<file path="src/rtl/lsu_mem_ctrl.sv">
// Load/store controller: turns byte/half/word requests into word accesses on a
// registered-read data memory, with read-modify-write for sub-word stores.
module lsu_mem_ctrl #(
  parameter logic [31:0] BASE_ADDR = 32'hFFFF0000,
  parameter int unsigned DEPTH     = 16384
) (
  input  logic        CLK,
  input  logic        RST_N,
  input  logic        Req_Valid,
  output logic        Req_Ready,
  input  logic        Req_Write,
  input  logic [1:0]  Req_Size,
  input  logic        Req_Unsigned,
  input  logic [31:0] Req_Addr,
  input  logic [31:0] Req_WData,
  output logic        Resp_Valid,
  output logic        Resp_Err,
  output logic [31:0] Resp_RData,
  output logic [31:0] Mem_Addr,
  output logic [31:0] Mem_WData,
  output logic        Mem_WE,
  input  logic [31:0] Mem_RData
);

  typedef enum logic [2:0] {
    S_IDLE, S_READ, S_CAPTURE, S_WRITE, S_RESP, S_ERR
  } state_t;

  localparam logic [1:0]  SZ_BYTE = 2'b00;
  localparam logic [1:0]  SZ_HALF = 2'b01;
  localparam logic [1:0]  SZ_WORD = 2'b10;
  localparam logic [32:0] WINDOW_BYTES = 33'(DEPTH) << 2;

  state_t      state, state_next;
  logic [31:0] off;
  logic        req_err;
  logic        accept;

  logic        lat_write;
  logic [1:0]  lat_size;
  logic        lat_unsigned;
  logic [1:0]  lat_lane;
  logic [15:0] lat_wdata;

  logic [7:0]  byte_sel;
  logic [15:0] half_sel;
  logic [31:0] load_data;
  logic [31:0] merge_data;

  // Request decode; offset wraps so addresses below the window look huge.
  always_comb begin
    off     = Req_Addr - BASE_ADDR;
    req_err = ({1'b0, off} >= WINDOW_BYTES)
           || (Req_Size == 2'b11)
           || (Req_Size == SZ_HALF && Req_Addr[0])
           || (Req_Size == SZ_WORD && Req_Addr[1:0] != 2'b00);
    accept  = Req_Valid && (state == S_IDLE);
  end

  always_ff @(posedge CLK or negedge RST_N) begin
    if (!RST_N) state <= S_IDLE;
    else        state <= state_next;
  end

  // NOTE: every output and next-state is defaulted first so no path can infer a latch.
  always_comb begin
    state_next = state;
    Req_Ready  = 1'b0;
    Resp_Valid = 1'b0;
    Resp_Err   = 1'b0;
    Mem_WE     = 1'b0;
    unique case (state)
      S_IDLE: begin
        Req_Ready = 1'b1;
        if (Req_Valid) begin
          if (req_err)                             state_next = S_ERR;
          else if (Req_Write && Req_Size == SZ_WORD) state_next = S_WRITE;
          else                                     state_next = S_READ;
        end
      end
      S_READ:    state_next = S_CAPTURE;
      S_CAPTURE: state_next = lat_write ? S_WRITE : S_RESP;
      // NOTE: Mem_WE is decoded from state, so an async reset drops it before the next edge.
      S_WRITE: begin
        Mem_WE     = 1'b1;
        state_next = S_RESP;
      end
      S_RESP: begin
        Resp_Valid = 1'b1;
        state_next = S_IDLE;
      end
      S_ERR: begin
        Resp_Valid = 1'b1;
        Resp_Err   = 1'b1;
        state_next = S_IDLE;
      end
      default: state_next = S_IDLE;
    endcase
  end

  // Lane extraction for loads and lane merge for sub-word stores.
  always_comb begin
    byte_sel   = Mem_RData[{lat_lane, 3'b000} +: 8];
    half_sel   = lat_lane[1] ? Mem_RData[31:16] : Mem_RData[15:0];
    load_data  = Mem_RData;
    merge_data = Mem_RData;
    if (lat_size == SZ_BYTE) begin
      load_data = {{24{~lat_unsigned & byte_sel[7]}}, byte_sel};
      merge_data[{lat_lane, 3'b000} +: 8] = lat_wdata[7:0];
    end else if (lat_size == SZ_HALF) begin
      load_data = {{16{~lat_unsigned & half_sel[15]}}, half_sel};
      merge_data[{lat_lane[1], 4'b0000} +: 16] = lat_wdata;
    end
  end

  // NOTE: registered state uses non-blocking assignments so all updates see pre-edge values.
  always_ff @(posedge CLK or negedge RST_N) begin
    if (!RST_N) begin
      lat_write    <= 1'b0;
      lat_size     <= 2'b00;
      lat_unsigned <= 1'b0;
      lat_lane     <= 2'b00;
      lat_wdata    <= '0;
      Resp_RData   <= '0;
      Mem_Addr     <= '0;
      Mem_WData    <= '0;
    end else begin
      if (accept) begin
        lat_write    <= Req_Write;
        lat_size     <= Req_Size;
        lat_unsigned <= Req_Unsigned;
        lat_lane     <= Req_Addr[1:0];
        lat_wdata    <= Req_WData[15:0];
        Resp_RData   <= '0;
        if (!req_err) begin
          Mem_Addr <= BASE_ADDR + {2'b00, off[31:2]};
          if (Req_Write && Req_Size == SZ_WORD) Mem_WData <= Req_WData;
        end
      end
      if (state == S_CAPTURE) begin
        if (lat_write) Mem_WData  <= merge_data;
        else           Resp_RData <= load_data;
      end
    end
  end

endmodule

</file>
<file path="config.mk">
export PLATFORM = sky130hd
export DESIGN_NAME = lsu_mem_ctrl
export DESIGN_NICKNAME = d
export VERILOG_FILES = /design/src/rtl/lsu_mem_ctrl.sv
export SDC_FILE = /design/constraint.sdc
export NUM_CORES = 1
export LEC_CHECK = 0
export ABC_AREA = 1
export CAP_MARGIN = 0
export CORE_ASPECT_RATIO = 0.75
export CORE_MARGIN = 3
export CORE_UTILIZATION = 45
export CTS_BUF_LIST = sky130_fd_sc_hd__clkbuf_2 sky130_fd_sc_hd__clkbuf_4 sky130_fd_sc_hd__clkbuf_8
export DETAILED_ROUTE_END_ITERATION = 7
export HOLD_SLACK_MARGIN = 0.12
export MAX_ROUTING_LAYER = met4
export PLACE_DENSITY = 0.83
export SYNTH_ARGS = -nofsm -noshare
export SYNTH_HDL_FRONTEND = slang
export SYNTH_SLANG_ARGS = --single-unit
</file>
<file path="constraint.sdc">
create_clock -name CLK -period 3 [get_ports CLK]
set_clock_uncertainty 0.05 [all_clocks]
set_input_delay 0.3 -clock CLK [delete_from_list [all_inputs] [get_ports CLK]]
set_output_delay 0.3 -clock CLK [all_outputs]
set_load 0.02 [all_outputs]
</file>
**After elaboration in Yosys (flattened, before gate mapping)**

Index checks and enable logic that the tools add are counted.

- ROM bits: 0
- Bits of input ports: 103
- RAM bits: 0
- Bits in latches: 0
- Output and inout bits: 100
- Register bits: 121
- Memories kept: 0

- Add/sub/neg operators: 4
- Shifts and indexed selects: 5
- Bitwise operators: 4
- Reductions and logical operators: 12
- Divide/modulo/power cells: 0
- Multipliers: 0
- $lt $le $gt $ge: 1
- Equality and inequality tests: 10
- Multiplexer cells: 24

Operators with widths:

| operator | count |
|---|---|
| $mux 32 | 12 |
| $bwmux 32 | 2 |
| $add 17x31->32 const A | 1 |
| $ge 32x17->1 const B | 1 |
| $shift 16x7->32 const A | 1 |
| $shift 8x7->32 const A | 1 |
| $shiftx 16x7->32 | 1 |
| $shiftx 32x6->8 | 1 |
| $shiftx 8x7->32 | 1 |
| $sub 32x32->32 const B | 1 |
| $mux 16 | 1 |
| $neg 5->7 | 2 |
| $pmux 3 s4 | 1 |
| $mux 3 | 3 |
| $eq 3x2->1 const B | 2 |
| $eq 3x3->1 const B | 2 |
| $eq 2x1->1 const B | 2 |
| $eq 2x2->1 const B | 2 |
| $logic_and 1x1->1 | 4 |
| $mux 1 | 4 |
| $eq 3x1->1 const B | 1 |
| $logic_not 3->1 | 1 |
| $logic_or 1x1->1 | 3 |
| $and 1x1->1 | 2 |
| other kinds (7) | 8 |

**Logic depth before layout (Yosys ltp)**

- Depth in word-level cells: 9
- Gate-level depth with buffers: 17
- Gate-level depth less buffers: 16

**Worst setup path after synthesis**

No wires, ideal clock.

- Path kind: flip-flop to flip-flop
- Start point: reg state[1]
- End point: reg Mem_WData[24]
- Slack: 0.818 ns
- Stages on the path, launching flop included: 11
- Arrival: 2.011 ns
- Path buffers: 2
- Path through: dfrtp_1 -> nor2_1 -> inv_1 -> nor2_1 -> nand2_1 -> inv_1 -> buf_2 -> buf_2 -> nand4_1 -> nand3_1 -> nand2_1

- Longest elaborated chain between the ends: 5

RTL lines:

| element | line | text |
|---|---|---|
| start, declared | 34 | `state_t state, state_next;` |
| start signal, assigned | 62 | `else state <= state_next;` |
| $logic_not 3->1 | 57 | `accept = Req_Valid && (state == S_IDLE);` |
| $logic_and 1x1->1 | 57 |  |
| $mux 32 | 128 | `if (accept) begin` |
| $mux 32 | 141 | `if (lat_write) Mem_WData <= merge_data;` |
| $mux 32 (*) | 140 | `if (state == S_CAPTURE) begin` |
| end signal, assigned | 137 | `if (Req_Write && Req_Size == SZ_WORD) Mem_WData <= Req_WData;` |
| end signal, assigned | 141 |  |
| end, declared | 20 | `output logic [31:0] Mem_WData,` |

Every way passes the cells marked *; elsewhere a longest branch is shown, timed or not.
A chain may end at the register's enable or synchronous reset.

**Worst setup path after layout**

- Start point: in Req_Addr[17]
- End point: reg Mem_WData[11]

- Longest elaborated chain between the ends: 9

RTL lines:

| element | line | text |
|---|---|---|
| start, declared | 14 | `input logic [31:0] Req_Addr,` |
| $sub 32x32->32 (*) | 52 | `off = Req_Addr - BASE_ADDR;` |
| $ge 32x17->1 (*) | 53 | `req_err = ({1'b0, off} >= WINDOW_BYTES)` |
| $logic_or 1x1->1 (*) | 54 | `\|\| (Req_Size == 2'b11)` |
| $logic_or 1x1->1 (*) | 55 | `\|\| (Req_Size == SZ_HALF && Req_Addr[0])` |
| $logic_or 1x1->1 (*) | 56 | `\|\| (Req_Size == SZ_WORD && Req_Addr[1:0] != 2'b00);` |
| $mux 32 (*) | 135 | `if (!req_err) begin` |
| $mux 32 (*) | 128 |  |
| $mux 32 | 141 |  |
| $mux 32 (*) | 140 |  |

Marked as above.

==> qor.csv <==
stage,metric,value,unit
clocking,hold_buf cts,1,
yosys,synth warn,0,
placement,placer's final routability congestion estimate,1.01,
final_layout,design area,0.0103,sq mm
final_layout,Nets,1402,
yosys,cell count after synthesis,1106,
yosys,sequential element share of the synthesized area,39.2,%
floorplan,Core Region,0.0164,sq mm
clocking,"buffers from clock root to sink, at most",2,
global_route,Overall Global Routing Usage,27.5,%
placement,Post-Place Worst Slack,58.4,ps
sta,fmax,0.391,GHz
global_route,first-pass GRT wire length,39700,um
floorplan,FP Rows,40,
drt,vias per inst,5.35,
setup_path,Setup CP Type,in -> reg,
sta,post-route setup slack,439,ps
sta,Rel. slew slack,25.9,%
drt,WL final,25400,um
sta,Least-Margin Pin Slew,1110,ps
final_layout,Seq. cell area,0.00303,sq mm
yosys,synthesized area,0.00772,sq mm
drt,residual DRC count,0,
placement,PortBufs,202,
power_and_ir_drop,Power Density,787,mW/mm^2
setup_path,worst path required time,3330,ps
sta,Final TNS setup,0,ps
sta,post-route minimum period,2560,ps
clocking,post-CTS setup buffer count,0,
setup_path,Critical Path Fanout Max,32,
clocking,latest clock arrival within the worst-skew pair,450,ps
yosys,Avg Inst Size Synth,6.98,sq um
drt,TritonRoute pass-1 iters,6,
yosys,Post-synth top flop,dfrtp_1,
final_layout,most frequent cells in the layout,"nand2_1, clkdlybuf4s50_1, inv_1",
setup_path,crit end category,register,
global_route,pin count of the biggest net entering global routing,71,
sta,"Hold Vio Cnt, Final",0,
drt,wire per inst,16.8,um
floorplan,Die Wd,157,um
floorplan,die area,0.0188,sq mm
setup_path,CP startpoint,Req_Addr[17],
floorplan,Die H,119,um
final_layout,fill count,1440,
yosys,Synth area leaders,"dfrtp_1, nand2_1, inv_1",
setup_path,Startpoint Class,input pin,
placement,post-detail-place hpwl,19100,um
power_and_ir_drop,Leak,5.19,nW
sta,RSZ-0062 raised after global routing,false,
global_route,initial antenna violation count,3,
final_layout,Multi-input gate area,0.00370,sq mm
clocking,CTS tree,done,
clocking,Clock Tree Root,clkbuf_8,
flow_run,max_cap viols,0,
yosys,number of synthesized flops with an enable pin,0,
clocking,post-CTS sizing,0,
final_layout,"commonest non-fill, non-tap cell in the layout",nand2_1,
power_and_ir_drop,worst vdd ir,0.353,mV
yosys,"FF+latch count, synth",121,
sta,Hold WS,218,ps
sta,fin crit share,85.4,%
drt,Vias,8111,
clocking,clk slew on worst S/H paths,80,ps
drt,Antenna Nets Post-Route,0,
sta,final-report max-slew violation count,0,
yosys,post-synth top area share,39.2,%
setup_path,Worst R2R Start,lat_lane[0],
drt,DR iter-0 viols,840,
yosys,Post-Syn Nets,1217,
clocking,CTS buffer count,17,
setup_path,crit path DAT,2890,ps
worst_hold_path,Hold Path Class,in -> async,
floorplan,Initial Utilization,47.0,%
global_route,total grt overflow,0,
clocking,H-Tree Depth,4,
outcome,status,completed,
final_layout,layout cells sized above 1,6.98,%
clocking,clock sinks,121,
power_and_ir_drop,PnR Total Power,0.00811,W
floorplan,Boundary Pins,203,
final_layout,Syn-to-layout area delta,33.6,%
yosys,cell taking the most area after synthesis,dfrtp_1,
global_route,vias in the first global route,7397,
yosys,"FFs w/ async S/R, synth",100,%
yosys,Synth cell types,42,
sta,setup violators final,0,
placement,DP Area,0.00992,sq mm
==> path summary, 6_finish.rpt <==
path | to | slack [ps] | cells after the start
worst min register to register | Mem_Addr[22] | 430 | 1
worst min-delay path | Mem_WData[29] | 220 | 2
max in group asynchronous | Resp_RData[18] | 1840 | 3
min in group CLK | Mem_Addr[4] | 370 | 3
worst max register to register | Mem_WData[16] | 500 | 8
worst max-delay path | Mem_WData[11] | 440 | 14
==> report_power, final <==
| group | total, W | internal, W | switching, W | leakage (nW) |
|---|---|---|---|---|
| sequential | 0.00243 | 0.00211 | 0.000329 | 1.59 |
| clock | 0.00143 | 0.000745 | 0.000689 | 0.176 |
| combinational | 0.00424 | 0.00163 | 0.00262 | 3.42 |
| total | 0.00811 | 0.00448 | 0.00363 | 5.19 |
==> area by class of cell <==
cell class	instances	area share, %
multi-input cells	738	35.9
clock buffers	19	2.41
diodes	3	0.0728
flip-flops and latches	121	29.4
repair buffers	229	21.7
well taps	210	2.55
clock inverters	12	1.25
inverters	184	6.75
==> critical path, stage by stage <==
cell,delay [ps]
clkdlybuf4s50_1,560
ha_1,250
inv_1,90
nor2_2,200
nand3_1,100
nand2_1,60
nand2_1,60
nor2_2,190
nand3_2,180
nor2_8,170
nand3_4,360
nand2_1,190
nand3_1,90
nand2_1,70
==> synth_stat cells (3+ instances only) <==
master	number
o21ai_1	9
nor3_1	3
ha_1	8
o22ai_1	16
o21ai_0	113
clkbuf_1	38
nand2_1	293
a21oi_1	42
buf_2	13
nor2_1	59
mux2i_1	8
nor2_2	8
nand2_2	5
nand4_1	39
inv_1	180
o211ai_1	16
a22o_1	15
buf_6	4
nand3_2	3
xor2_1	3
xnor2_1	3
nand3_1	59
or2_2	6
o221ai_1	8
a211oi_1	7
dfrtp_1	121
buf_1	5
==> stage by stage <==
| stage | cells | util, % |
|---|---|---|
| floorplan | 1106 | - |
| global placement | 1481 | 60.4 |
| detailed placement | 1481 | 60.4 |
| CTS | 1513 | 62.8 |
| global route | 1516 | 62.8 |
| finish | 1516 | 62.8 |
==> state kept, by name, summed over array words and instances (netlist names) <==
| name | cells |
|---|---|
| Mem_WData | 32 |
| Mem_Addr | 32 |
| Resp_RData | 32 |
| state | 3 |
| lat_write | 1 |
| lat_wdata | 16 |
| lat_size | 2 |
| lat_unsigned | 1 |
| lat_lane | 2 |
==> kinds of logic (layout without fill, tap and decap cells) <==
family,after synthesis,in the layout,share of synthesized area (%)
other,0,3,0
DFF,121,121,39.2
muxes,8,8,1.04
adders and majority gates,8,8,1.30
xor gates and xnor gates,6,6,0.681
AOI/OAI and AO/OA,234,234,17.5
and+or+nand+nor,482,482,27.3
buffers and inverters,247,444,12.9
==> layer usage <==
layer / up-vias / track usage (%) / wire length (um)
li1: 3956 / - / -
met1: 3741 / 41.5 / 12000
met2: 383 / 37.3 / 10700
met3: 31 / 6.97 / 2480
met4: 0 / 5.91 / 331
met5: - / - / 0
No activity file was read; power rests on OpenSTA's default activity.
